==> config.mk <==
export PLATFORM = sky130hd
export DESIGN_NAME = id_stage
export DESIGN_NICKNAME = d
export VERILOG_FILES = /design/src/rtl/id_stage.sv
export SDC_FILE = /design/constraint.sdc
export NUM_CORES = 2
export LEC_CHECK = 0
export CAP_MARGIN = 5
export CORE_MARGIN = 4
export CORE_UTILIZATION = 38
export CTS_BUF_LIST = sky130_fd_sc_hd__clkbuf_8
export DETAILED_ROUTE_END_ITERATION = 10
export PLACE_DENSITY_LB_ADDON = 0.1
export SLEW_MARGIN = 20
export SYNTH_ARGS = -nofsm -noshare
export SYNTH_HDL_FRONTEND = slang
export SYNTH_SLANG_ARGS = --single-unit
==> constraint.sdc <==
create_clock -name clk -period 5.95 [get_ports clk]
set_input_delay 0.595 -clock clk [delete_from_list [all_inputs] [get_ports clk]]
set_output_delay 0.595 -clock clk [all_outputs]
set_load 0.02 [all_outputs]
==> src/rtl/id_stage.sv <==
// ---------------------------------------------------------------------------
// id_stage : instruction decode stage feeding the one-hot ALU.
//
// Decodes a MIPS subset (R-type ALU ops, shifts, addiu/slti/sltiu/ori/lui),
// reads operands from an internal 32x32 register file, and presents the
// result to the execute stage through a registered valid/ready interface.
//
// Ports:
//   clk, reset          clock, synchronous active-high reset
//   fs_valid, fs_inst   instruction offered by fetch
//   ds_ready            this stage can accept an instruction this cycle
//   es_valid, es_ready  handshake toward execute
//   alu_op              one-hot ALU select
//                       [11]add [10]sub [9]slt [8]sltu [7]and [6]nor
//                       [5]or [4]xor [3]sll [2]srl [1]sra [0]lui
//   alu_src1, alu_src2  ALU operands
//   dest                destination register (0 = no write)
//   wb_we/waddr/wdata   register file writeback port
// ---------------------------------------------------------------------------
module id_stage #(
  parameter int NREG = 32
) (
  input  logic        clk,
  input  logic        reset,
  input  logic        fs_valid,
  input  logic [31:0] fs_inst,
  output logic        ds_ready,
  output logic        es_valid,
  input  logic        es_ready,
  output logic [11:0] alu_op,
  output logic [31:0] alu_src1,
  output logic [31:0] alu_src2,
  output logic [4:0]  dest,
  input  logic        wb_we,
  input  logic [4:0]  wb_waddr,
  input  logic [31:0] wb_wdata
);

  localparam logic [11:0] OP_ADD  = 12'h800;
  localparam logic [11:0] OP_SUB  = 12'h400;
  localparam logic [11:0] OP_SLT  = 12'h200;
  localparam logic [11:0] OP_SLTU = 12'h100;
  localparam logic [11:0] OP_AND  = 12'h080;
  localparam logic [11:0] OP_NOR  = 12'h040;
  localparam logic [11:0] OP_OR   = 12'h020;
  localparam logic [11:0] OP_XOR  = 12'h010;
  localparam logic [11:0] OP_SLL  = 12'h008;
  localparam logic [11:0] OP_SRL  = 12'h004;
  localparam logic [11:0] OP_SRA  = 12'h002;
  localparam logic [11:0] OP_LUI  = 12'h001;

  logic [31:0] rf_q [NREG];
  logic [31:0] rf_d [NREG];

  logic        es_valid_q, es_valid_d;
  logic [11:0] alu_op_q, alu_op_d;
  logic [31:0] alu_src1_q, alu_src1_d;
  logic [31:0] alu_src2_q, alu_src2_d;
  logic [4:0]  dest_q, dest_d;

  logic [5:0]  opcode, funct;
  logic [4:0]  rs, rt, rd, shamt;
  logic [15:0] imm;
  logic [31:0] rs_val, rt_val, imm_sext, imm_zext;
  logic [11:0] dec_op;
  logic [31:0] dec_src1, dec_src2;
  logic [4:0]  dec_dest;
  logic        transfer;

  assign opcode   = fs_inst[31:26];
  assign rs       = fs_inst[25:21];
  assign rt       = fs_inst[20:16];
  assign rd       = fs_inst[15:11];
  assign shamt    = fs_inst[10:6];
  assign funct    = fs_inst[5:0];
  assign imm      = fs_inst[15:0];
  assign imm_sext = {{16{imm[15]}}, imm};
  assign imm_zext = {16'b0, imm};

  assign ds_ready = !es_valid_q || es_ready;
  assign transfer = fs_valid && ds_ready;

  // Read ports; a same-cycle writeback to the register being read is
  // forwarded so the decoded operand is never one write stale.
  always_comb begin
    rs_val = rf_q[rs];
    rt_val = rf_q[rt];
    if (wb_we && wb_waddr == rs) rs_val = wb_wdata;
    if (wb_we && wb_waddr == rt) rt_val = wb_wdata;
    if (rs == 5'd0) rs_val = '0;
    if (rt == 5'd0) rt_val = '0;
  end

  always_comb begin
    rf_d = rf_q;
    if (wb_we && wb_waddr != 5'd0) rf_d[wb_waddr] = wb_wdata;
  end

  // Unrecognised encodings fall through with everything zero (a NOP).
  always_comb begin
    dec_op   = '0;
    dec_src1 = '0;
    dec_src2 = '0;
    dec_dest = '0;
    case (opcode)
      6'b000000: begin
        dec_src1 = rs_val;
        dec_src2 = rt_val;
        dec_dest = rd;
        case (funct)
          6'b100001: dec_op = OP_ADD;
          6'b100011: dec_op = OP_SUB;
          6'b101010: dec_op = OP_SLT;
          6'b101011: dec_op = OP_SLTU;
          6'b100100: dec_op = OP_AND;
          6'b100111: dec_op = OP_NOR;
          6'b100101: dec_op = OP_OR;
          6'b100110: dec_op = OP_XOR;
          6'b000000: dec_op = OP_SLL;
          6'b000010: dec_op = OP_SRL;
          6'b000011: dec_op = OP_SRA;
          default:   dec_op = '0;
        endcase
        // Shifts take the shift amount from the instruction, not rs.
        if (funct == 6'b000000 || funct == 6'b000010 || funct == 6'b000011)
          dec_src1 = {27'b0, shamt};
        if (dec_op == '0) begin
          dec_src1 = '0;
          dec_src2 = '0;
          dec_dest = '0;
        end
      end
      6'b001001: begin dec_op = OP_ADD;  dec_src1 = rs_val; dec_src2 = imm_sext; dec_dest = rt; end
      6'b001010: begin dec_op = OP_SLT;  dec_src1 = rs_val; dec_src2 = imm_sext; dec_dest = rt; end
      6'b001011: begin dec_op = OP_SLTU; dec_src1 = rs_val; dec_src2 = imm_sext; dec_dest = rt; end
      6'b001101: begin dec_op = OP_OR;   dec_src1 = rs_val; dec_src2 = imm_zext; dec_dest = rt; end
      6'b001111: begin dec_op = OP_LUI;  dec_src1 = '0;     dec_src2 = imm_zext; dec_dest = rt; end
      default: ;
    endcase
  end

  // Output register: load on transfer, drop valid when consumed, else hold.
  always_comb begin
    es_valid_d = es_valid_q;
    alu_op_d   = alu_op_q;
    alu_src1_d = alu_src1_q;
    alu_src2_d = alu_src2_q;
    dest_d     = dest_q;
    if (transfer) begin
      es_valid_d = 1'b1;
      alu_op_d   = dec_op;
      alu_src1_d = dec_src1;
      alu_src2_d = dec_src2;
      dest_d     = dec_dest;
    end else if (es_ready) begin
      es_valid_d = 1'b0;
    end
  end

  always_ff @(posedge clk) begin
    if (reset) begin
      es_valid_q <= 1'b0;
      alu_op_q   <= '0;
      alu_src1_q <= '0;
      alu_src2_q <= '0;
      dest_q     <= '0;
      for (int i = 0; i < NREG; i++) rf_q[i] <= '0;
    end else begin
      es_valid_q <= es_valid_d;
      alu_op_q   <= alu_op_d;
      alu_src1_q <= alu_src1_d;
      alu_src2_q <= alu_src2_d;
      dest_q     <= dest_d;
      for (int i = 0; i < NREG; i++) rf_q[i] <= rf_d[i];
    end
  end

  assign es_valid = es_valid_q;
  assign alu_op   = alu_op_q;
  assign alu_src1 = alu_src1_q;
  assign alu_src2 = alu_src2_q;
  assign dest     = dest_q;

endmodule

**Word-level counts from Yosys, hierarchy flattened**

Index checks and enable logic that the tools add are counted.

- Bits in registers: 1106
- Input port bits: 74
- Output and inout bits: 83
- Word-level logic and storage cells: 106

- $lt $le $gt $ge: 4
- Equality and inequality tests: 17
- Muxes and demuxes: 25
- Bitwise gates (word level): 3
- Reductions and logical operators: 20

Operators by type and width:

| operator | number |
|---|---|
| $bwmux W1024 | 1 |
| $mux W32 | 12 |
| $bmux W32 S5 | 2 |
| $demux W32 S5 | 1 |
| $pmux W12 S11 | 1 |
| $pmux W32 S3 | 1 |
| $pmux W12 S6 | 1 |
| $pmux W32 S2 | 1 |
| $eq A6 B6 Y1 const B | 8 |
| $eq A6 B4 Y1 const B | 5 |
| $ge A6 B6 Y1 const B | 3 |
| $not A5 Y6 | 3 |
| $eq A6 B2 Y1 const B | 2 |
| $logic_not A12 Y1 | 1 |
| $logic_not A6 Y1 | 2 |
| $mux W12 | 1 |
| $eq A5 B5 Y1 | 2 |
| $logic_not A5 Y1 | 2 |
| $pmux W5 S2 | 1 |
| $lt A6 B1 Y1 const B | 1 |
| $logic_and A1 B1 Y1 | 5 |
| $mux W5 | 1 |
| $reduce_bool A5 Y1 | 1 |
| $reduce_or A5 Y1 | 1 |
| other kinds (7) | 10 |

**Logic depth before layout (Yosys ltp)**

- Depth after elaboration: 9
- Depth in mapped cells: 10
- Mapped depth without buffers: 6

**Worst setup path before layout**

Ideal clock, no wire load.

- Kind: in2reg
- From: input port fs_inst[21]
- To: register alu_src1_q[10], in the netlist alu_src1[10]
- Setup time: 0.122 ns
- Arrival: 2.743 ns
- Data required time: 5.828 ns
- Path slack: 3.086 ns
- Cell stages on the path: 7
- Path buffers: 3
- Path through: buf_2 buf_2 buf_1 mux4_2 a22oi_1 nand4_1 a221o_1

- Cells in the longest elaborated chain, start to end: 9
- Elaborated cells on any way between the ends: 12

Ends and longest elaborated chain:

| item | line | source |
|---|---|---|
| start: declaration | 26 | `input logic [31:0] fs_inst,` |
| $not A5 Y6 (not written as such) | 86 | `rs_val = rf_q[rs];` |
| $bmux W32 S5 | 86 |  |
| $mux W32 (not written as such) (2 in a row) | 86 |  |
| $mux W32 | 88 | `if (wb_we && wb_waddr == rs) rs_val = wb_wdata;` |
| $mux W32 (*) | 90 | `if (rs == 5'd0) rs_val = '0;` |
| $mux W32 | 125 | `if (funct == 6'b000000 \|\| funct == 6'b000010 \|\| funct == 6'b000011)` |
| $mux W32 | 127 | `if (dec_op == '0) begin` |
| $pmux W32 S2 (*) | 105 | `case (opcode)` |
| end signal: assignment | 171 | `alu_src1_q <= alu_src1_d;` |
| end: declaration | 57 | `logic [31:0] alu_src1_q, alu_src1_d;` |

Every way passes the cells marked *; elsewhere a longest branch is shown, timed or not. The select of a mux whose other input is x is not followed.
A chain may end at the register's enable or synchronous reset.

**Worst setup path in the final report**

- From: input port wb_waddr[3]
- To: register alu_src2_q[2], in the netlist alu_src2[2]

- Cells in the longest elaborated chain, start to end: 6

Ends and longest elaborated chain:

| item | line | source |
|---|---|---|
| start: declaration | 35 | `input logic [4:0] wb_waddr,` |
| $eq A5 B5 Y1 | 89 | `if (wb_we && wb_waddr == rt) rt_val = wb_wdata;` |
| $logic_and A1 B1 Y1 | 89 |  |
| $mux W32 | 89 |  |
| $mux W32 | 91 | `if (rt == 5'd0) rt_val = '0;` |
| $mux W32 | 127 |  |
| $pmux W32 S3 | 105 |  |
| end signal: assignment | 172 | `alu_src2_q <= alu_src2_d;` |
| end: declaration | 58 | `logic [31:0] alu_src2_q, alu_src2_d;` |

No other way between the ends.

==> metrics.cfg <==
[drt]
drt_pre_antenna_iters=8
drtAntennaViolNets=0
detail_route.drc_violations=0
avgRoutedWirePerCell_um=30.87
overall_routed_net_length_mm=261.1
drtIter0Drc=7306
detailroute.via_count=52200
detail_route.vias_per_cell=6.171

[global_routing]
use_met2_pct=50.59
vias_in_the_first_global_route=48370
grt_pass1_wl_mm=367.0
grt_remaining_overflow=0
grt.busiest_layer=met2
groute.usage.overall_pct=33.30
groute.layer.met3.usage_pct=7.317
gr-usage-met1_pct=45.59
grt_max_degree=192
number_of_antenna_violations_at_the_first_check_in_global_routing=9

[layout]
filler_cell_count=14180
syn2layout_area_growth_pct=11.90
layout-drive-gt1-share_pct=13.00
design.final.nets=6490

[cts]
path_clk_slew_ps=60
cts.repair.resized=0
clockBufferDepth=3
clkLatencyLatePin_ps=950
cts_sinks=1106
hold_buffers=0
cts_inserted_buffers=196
clock-root-buffer=clkbuf_8
cts.htree.levels=4
tritoncts=done
post_cts_repair_setup_buffers=0

[status]
outcome=complete, no violations

[timing]
timing_hold_violations_final=0
slew_at_the_pin_closest_to_its_max_slew_limit_ps=1270
finalCritPeriodShare_pct=58.53
slew_headroom_pct=15.32
final_critical_period_ps=3483
setup_repair_after_global_routing_missed_its_margin=false
max_freq_mhz=287.1
totalNegativeSetupSlack_ps=0
finClkSkew_ps=43.81
finalMaxSlewViolations=0
report.final.setup_viol=0

[place]
gp_congestion=0.8909
dp_hpwl_mm=160.4
port-buffer-count=156

[critical_path]
cp.required_ps=6750
timing.critical_path.from_type=input port
timing.setup.critical_path_class=input port to flip-flop
worstSetupEndpointType=flip-flop
cp_max_fo=24
crit_arrival_ps=4290

[synthesis]
netlist_top_cells_area=dfxtp_1, nand2_1, mux4_2
ys_async_sr_fraction_pct=0
synth_edf_count=0
synth.yosys.warnings=0
number_of_unique_standard_cell_types_used_by_synthesis=64
post-synth-top-area-fraction_pct=40.08
yosys_most_used_dff=dfxtp_1
synth_fp_nets=6652
post_synthesis_mean_instance_area_um2=8.399
synth.ff_latch_count=1106
synth-seq-area-share_pct=40.08
netlist_area_um2=55250
yosysTopAreaCell=dfxtp_1
post_synth_inst_count=6578

[pwr]
ir_drop_mv=0.2322
totalPowerFinal_mw=15.83
power_per_cell_area_nw_per_um2=256.1
static-leakage-power_nw=20.93

[die]
num_io_pins=157
core_area_um2=144000
placement_rows=139
floorplan.initialDensity_pct=38.37
die_boundary_width_um=389.3
fp.dieH_um=389.3
dieArea_um2=151600

[job]
max_cap_viol_count=0

[min_path]
hold_path_class=input port to flip-flop

[registers in the layout, indices dropped and copies added (netlist names)]
name,flops
alu_src1,32
es_valid,1
dest,5
alu_op,12
alu_src2,32
rf_q,1024
[power breakdown]
group          internal [mW]  switching (mW)  total [mW]
logic                  0.438            1.09        1.53
registers               7.47          0.0546        7.52
clock network           3.40            3.37        6.77
[cells in the final DEF (no fill, tap or decap), drive strengths merged, types with 22 or more instances in the layout]
cell / instances
nand2: 2139
dfxtp: 1106
a21oi: 1052
mux2i: 358
mux4: 334
clkbuf: 226
a22oi: 224
buf: 169
inv: 166
clkdlybuf4s50: 147
nor2: 70
nand3: 68
nor2b: 51
o22ai: 42
o21ai: 40
a221o: 33
a31oi: 33
and3: 30
nor3: 23
nand4: 22
[worst max-delay path, stage by stage]
cell and delay [ps]:
clkdlybuf4s50_1 950, xnor2_1 360, nand4_1 240, or2_2 570, nand2b_1 750, a2111oi_0 690
nor4_1 100
[metal layers]
| metal | part of all wire, % | vias up |
|---|---|---|
| li1 | - | 22620 |
| met1 | 41 | 25990 |
| met2 | 44 | 2978 |
| met3 | 10 | 609 |
| met4 | 4.8 | 4 |
| met5 | 0.0088 | - |
[metrics by stage]
step           instances  area, um2  setup slack, ps  hold WS (ps)  util (%)
3_3_place_gp        8121      58230             1829         446.1     40.44
6_report            8459      61820             2467         105.5     42.93
3_5_place_dp        8121      58230             1717         454.5     40.44
4_1_cts             8457      61810             2736         59.32     42.92
2_1_floorplan       6578      55250             3086         442.9         -
5_1_grt             8458      61820             2461         113.4     42.93
[cell usage after synthesis, types with 5 or more instances]
master / n
a2111oi_0: 14
a211o_1: 16
a211oi_1: 12
a21o_1: 13
a21oi_1: 1052
a221o_1: 33
a221oi_1: 17
a22o_1: 17
a22oi_1: 224
a31oi_1: 33
a41o_1: 9
and2_1: 9
and3_1: 30
buf_1: 39
buf_2: 75
clkbuf_1: 544
clkbuf_2: 13
dfxtp_1: 1106
inv_1: 70
mux2i_1: 358
mux4_2: 334
nand2_1: 2139
nand2b_1: 5
nand3_1: 68
nand3b_1: 8
nand4_1: 22
nor2_1: 69
nor2b_1: 51
nor3_1: 21
nor3b_1: 7
nor4_1: 10
o21ai_0: 39
o22ai_1: 42
or2_2: 6
or3_1: 9
or3b_2: 6
xnor2_1: 6
[kinds of logic (layout without fill, tap and decap cells)]
family,count (synthesis),after routing,share of synthesized area [%]
other,0,2,0
XOR/XNOR,10,10,0.1585
AND/OR/NAND/NOR,2478,2478,18.06
AO/OA/AOI/OAI,1544,1544,16.25
multiplexers,693,693,20.12
flip-flops,1106,1106,40.08
buffers and inverters,747,723,5.329
[final timing paths]
| path | from | to | slack [ps] | cells after the start |
|---|---|---|---|---|
| min | reset | es_valid | 110 | 2 |
| max reg2reg | es_valid | alu_src2[26] | 2940 | 6 |
| min reg2reg | alu_src1[3] | alu_src1[3] | 470 | 2 |
| max | wb_waddr[3] | alu_src2[2] | 2470 | 7 |
[area by class of cell]
cell class / instances / area [um2] / share of cell area [%]
well taps: 1903 / 2381 / 3.852
repair buffers: 317 / 2890 / 4.675
clock buffers: 225 / 3097 / 5.009
clock inverters: 111 / 481.7 / 0.7792
multi-input cells: 4725 / 30560 / 49.44
flip-flops and latches: 1106 / 22140 / 35.82
inverters: 70 / 262.8 / 0.4250
diodes: 2 / 5.005 / 0.008096
No activity file was read; power rests on OpenSTA's default activity.
